File: src/rtl/state_mon_pkg.sv
// Shared types and default sizing for the state dwell monitor.
package state_mon_pkg;

  localparam int unsigned CW_DEF    = 8;
  localparam int unsigned DEPTH_DEF = 4;
  localparam int unsigned AW_DEF    = 2;

  typedef enum logic [1:0] {
    S0 = 2'd0,
    S1 = 2'd1,
    S2 = 2'd2,
    S3 = 2'd3
  } state_e;

  typedef struct packed {
    logic [1:0]        state;
    logic [CW_DEF-1:0] dwell;
  } rec_t;

endpackage

File: src/rtl/state_dwell_monitor_rec_fifo.sv
// Synchronous first-word-fall-through FIFO holding dwell records.
module rec_fifo #(
  parameter int unsigned W     = 10,
  parameter int unsigned DEPTH = 4,
  parameter int unsigned AW    = 2
) (
  input  logic          clk,
  input  logic          rst,
  input  logic          push,
  input  logic          pop,
  input  logic [W-1:0]  wdata,
  output logic [W-1:0]  rdata,
  output logic          valid,
  output logic [AW:0]   cnt,
  output logic          full
);

  logic [W-1:0]  mem [DEPTH];
  logic [AW-1:0] wr_ptr_q, rd_ptr_q;
  logic [AW:0]   cnt_q;
  logic          do_push, do_pop;

  assign valid   = (cnt_q != '0);
  assign full    = (cnt_q == (AW+1)'(DEPTH));
  assign do_pop  = pop && valid;
  // A full FIFO still accepts a write when the head leaves on the same edge.
  assign do_push = push && (!full || do_pop);
  assign cnt     = cnt_q;
  assign rdata   = valid ? mem[rd_ptr_q] : '0;

  always_ff @(posedge clk) begin
    if (!rst) begin
      wr_ptr_q <= '0;
      rd_ptr_q <= '0;
      cnt_q    <= '0;
    end else begin
      if (do_push) wr_ptr_q <= wr_ptr_q + 1'b1;
      if (do_pop)  rd_ptr_q <= rd_ptr_q + 1'b1;
      cnt_q <= cnt_q + {{AW{1'b0}}, do_push} - {{AW{1'b0}}, do_pop};
    end
  end

  always_ff @(posedge clk) begin
    if (do_push) mem[wr_ptr_q] <= wdata;
  end

endmodule

File: src/rtl/state_dwell_monitor.sv
// Measures per-visit dwell of a 2-bit state bus and queues {state, dwell} records.
// Define STATE_HIST_EN to add per-state saturating visit counters on hist_cnt.
module state_dwell_monitor
  import state_mon_pkg::*;
#(
  parameter int unsigned CW    = CW_DEF,
  parameter int unsigned DEPTH = DEPTH_DEF,
  parameter int unsigned AW    = AW_DEF
) (
  input  logic          clk,
  input  logic          rst,
  input  logic [1:0]    state_in,
  input  logic          rec_ready,
  output logic          rec_valid,
  output logic [1:0]    rec_state,
  output logic [CW-1:0] rec_dwell,
  output logic [AW:0]   fifo_cnt,
`ifdef STATE_HIST_EN
  output logic [4*CW-1:0] hist_cnt,
`endif
  output logic          overflow
);

  state_e          cur_q;
  logic [CW-1:0]   dwell_q;
  logic            armed_q;
  logic            overflow_q;
  logic            change;
  logic            full;
  logic [CW+1:0]   rdata;

  assign change = armed_q && (state_in != cur_q);

  rec_fifo #(
    .W     (CW + 2),
    .DEPTH (DEPTH),
    .AW    (AW)
  ) u_fifo (
    .clk   (clk),
    .rst   (rst),
    .push  (change),
    .pop   (rec_ready),
    .wdata ({cur_q, dwell_q}),
    .rdata (rdata),
    .valid (rec_valid),
    .cnt   (fifo_cnt),
    .full  (full)
  );

  assign rec_state = rdata[CW+1:CW];
  assign rec_dwell = rdata[CW-1:0];
  assign overflow  = overflow_q;

  always_ff @(posedge clk) begin
    if (!rst) begin
      cur_q      <= S0;
      dwell_q    <= '0;
      armed_q    <= 1'b0;
      overflow_q <= 1'b0;
    end else if (!armed_q) begin
      cur_q   <= state_e'(state_in);
      dwell_q <= CW'(1);
      armed_q <= 1'b1;
    end else if (change) begin
      cur_q   <= state_e'(state_in);
      dwell_q <= CW'(1);
      // Full with no pop on this edge means the record is lost.
      if (full && !rec_ready) overflow_q <= 1'b1;
    end else if (dwell_q != '1) begin
      dwell_q <= dwell_q + CW'(1);
    end
  end

`ifdef STATE_HIST_EN
  logic [3:0][CW-1:0] hist_q;

  always_ff @(posedge clk) begin
    if (!rst) begin
      hist_q <= '0;
    end else if ((!armed_q || change) && (hist_q[state_in] != '1)) begin
      hist_q[state_in] <= hist_q[state_in] + CW'(1);
    end
  end

  assign hist_cnt = hist_q;
`endif

endmodule

File: config.mk
export PLATFORM = sky130hd
export DESIGN_NAME = state_dwell_monitor
export DESIGN_NICKNAME = d
export VERILOG_FILES = /design/src/rtl/state_mon_pkg.sv /design/src/rtl/state_dwell_monitor_rec_fifo.sv /design/src/rtl/state_dwell_monitor.sv
export SDC_FILE = /design/constraint.sdc
export NUM_CORES = 1
export LEC_CHECK = 0
export CAP_MARGIN = 20
export CORE_ASPECT_RATIO = 2
export CORE_UTILIZATION = 45
export DETAILED_ROUTE_END_ITERATION = 8
export GPL_TIMING_DRIVEN = 0
export PLACE_DENSITY = 0.76
export SLEW_MARGIN = 10
export SYNTH_ARGS = -nofsm -noshare
export SYNTH_HDL_FRONTEND = slang
export SYNTH_SLANG_ARGS = --single-unit
File: constraint.sdc
create_clock -name clk -period 2.95 [get_ports clk]
set_clock_uncertainty 0.15 [all_clocks]
set_input_delay 0.59 -clock clk [delete_from_list [all_inputs] [get_ports clk]]
set_output_delay 0.59 -clock clk [all_outputs]
set_load 0.01 [all_outputs]
==> flow_metrics.py <==
metrics = {
    "drt": {
        "drt-total-wl_mm": 4.13,
        "vias_per_cell": 5.42,
        "drt_iter0_markers": 60,
        "detail-route-antenna-nets": 0,
        "drcViolationCount": 0,
        "wire_per_inst_um": 15.1,
        "firstDrtPassIters": 4,
        "num_vias": 1481,
    },
    "synth": {
        "yosysWarnings": 0,
        "synth.net_count": 191,
        "netlist_instances": 178,
        "async_reset_ff_frac": 0,
        "syn_area_per_cell_um2": 14.5,
        "synth_area_mm2": 0.00258,
        "synth_top_area_frac": 0.466,
        "netlist-cell-type-count": 38,
        "synth_edf_count": 40,
        "ys_top_cells_by_area": "edfxtp_1 (47%), dfxtp_1 (16%), mux4_2 (8.7%)",
        "ys.flop_type": "edfxtp_1",
        "synth-seq-cells": 61,
        "ys_seq_area_frac": 0.629,
        "synth_top_cell_by_area": "edfxtp_1",
    },
    "cts": {
        "post-cts-setup-buffer-count": 0,
        "cts_root_buffer": "clkbuf_8",
        "cts_htree_levels": 3,
        "cts_tree": "done",
        "cts_buffers": 9,
        "clk_pin_slew_ns": 0.06,
        "cts_resized": 0,
        "postCtsHoldBufs": 0,
        "clock_latency_ns": 0.32,
        "cts_buffer_depth": 2,
        "cts_sinks": 61,
    },
    "pwr": {
        "power.density_mw_per_mm2": 784,
        "p_leak_nw": 1.04,
        "ir_worst_vdd_mv": 0.569,
    },
    "setup_path": {
        "crit_fanout": 10,
        "cpPeakStageDelay_ns": 0.53,
        "critPathBufInv": 2,
        "cpMaxStageDelayCell": "mux4_2",
        "arrival_ns": 2.02,
        "cp-end-kind": "output pin",
        "cp_cell_sequence": "buf_4, mux4_2, nor2b_1, clkdlybuf4s50_1",
        "path_delay_family": "buffers and inverters",
        "cp-start-kind": "flop",
        "crit_required_ns": 2.21,
        "path_class": "reg2out",
    },
    "place": {
        "place.gp.congestion": 0.845,
        "dp_cells": 257,
        "dp_hpwl_mm": 2.85,
        "portBuffers": 19,
    },
    "die": {
        "die-area_mm2": 0.00606,
        "core_area_mm2": 0.00547,
        "pin_count": 20,
        "dieWidth_um": 55.5,
        "die_height_um": 109,
        "initial_core_util": 0.472,
        "num_rows": 38,
    },
    "sta": {
        "period_share": 0.935,
        "min_period_ns": 2.76,
        "maxSlewViolCount": 0,
        "holdWs_ns": 0.305,
        "final_hold_viol_count": 0,
        "max_freq_mhz": 363,
        "maxSlewHeadroom": 0.637,
        "setup_viol": 0,
        "rsz0062_at_grt": "no",
        "tightest_slew_ns": 0.545,
    },
    "outcome": {
        "run_status": "finished, final reports clean",
    },
    "final_layout": {
        "drive_above_1_share": 0.146,
        "final_cell_mix": "edfxtp_1 (40), dfxtp_1 (21), clkdlybuf4s50_1 (19)",
        "area_delta_synth_final_pct": 17.3,
        "final_nets": 221,
        "layoutNonFillerInstCount": 273,
        "fin_util": 0.553,
        "diodes": 0,
        "final_common_cell": "edfxtp_1",
    },
    "grt": {
        "grt_pass1_wl_mm": 6.93,
        "antenna_found_initial": 0,
        "grt_pass1_vias": 1426,
        "grt_start_max_net_pins": 13,
        "grt-ovfl-total": 0,
        "grt_use_total": 0.155,
    },
    "worst_hold_path": {
        "hold_path.class": "reg2reg",
    },
    "flow_run": {
        "cap_violations": 0,
    },
}
==> cells in the mapped netlist (3+ instances only) <==
| master | number |
|---|---|
| a31oi_1 | 6 |
| and2_1 | 10 |
| clkbuf_1 | 3 |
| dfxtp_1 | 21 |
| edfxtp_1 | 40 |
| ha_1 | 7 |
| inv_1 | 11 |
| mux4_2 | 10 |
| nand2_1 | 6 |
| nand3_1 | 5 |
| nor2b_1 | 11 |
| nor3_1 | 6 |
| xnor2_1 | 6 |
==> logic make-up (layout without fill, tap and decap cells) <==
kind of cell	Yosys count	count (layout)	synth area share
buf+inv	18	53	0.0301
flops	61	61	0.629
simple gates	50	50	0.115
fa+ha+maj	8	8	0.0417
compound gates	20	20	0.0573
xor+xnor	8	8	0.0272
mux	13	13	0.0995
==> layout make-up <==
cell class,count,area (µm²)
Fill cell,444,2440
Sequential cell,61,1620
Multi-Input combinational cell,99,880
Timing Repair Buffer,19,190
Clock buffer,15,176
Tap cell,60,75.1
Inverter,11,41.3
Buffer,7,36.3
Clock inverter,1,5.00
==> report_power, final <==
group	internal [mW]	total (mW)	switching [mW]
combinational	0.390	0.669	0.279
clock	0.374	0.657	0.284
sequential	0.990	1.05	0.0556
==> flip-flops by register name (all words and copies together), names as in the netlist, named ones only <==
name,flops
armed_q,1
u_fifo.wr_ptr_q,2
u_fifo.cnt,3
overflow,1
dwell_q,8
cur_q,2
u_fifo.rd_ptr_q,2
u_fifo.mem,40
==> stage by stage <==
stage,power [mW],setup TNS (ns),instance area [µm²],setup slack (ns)
after floorplan,1.48,0,2580,0.585
after global placement,1.73,-0.0222,2840,-0.0222
after detailed placement,1.75,-0.0315,2840,-0.0315
after CTS,2.40,0,3030,0.148
after global routing,2.51,0,3030,0.0415
final,2.37,0,3030,0.193
==> final timing paths <==
path	cells after the start	slack [ns]	end	from
hold / removal	2	0.30	overflow	overflow
setup / recovery	4	0.19	rec_dwell[6]	flop
hold reg to reg	2	0.30	overflow	overflow
setup reg to reg	10	0.55	u_fifo.cnt[2]	u_fifo.cnt[1]
==> routing by layer <==
layer | routed length [µm] | share of wire | GRT usage | vias to the layer above
met5 | 0 | 0 | 0 | -
met4 | 77 | 0.019 | 0.0929 | 0
met3 | 133 | 0.032 | 0.0356 | 8
met2 | 2230 | 0.54 | 0.264 | 35
met1 | 1680 | 0.41 | 0.176 | 708
li1 | - | - | - | 730
==> worst reg2reg max path, stage by stage (launching register included) <==
cell and delay [ns]:
dfxtp_1 0.40, o31ai_1 0.37, inv_1 0.08, ha_1 0.27, inv_1 0.06, ha_1 0.13
inv_1 0.05, fa_1 0.37, xnor2_1 0.15, xnor2_1 0.13, and2_1 0.15
Note: power is estimated with default switching activity, not from simulation.
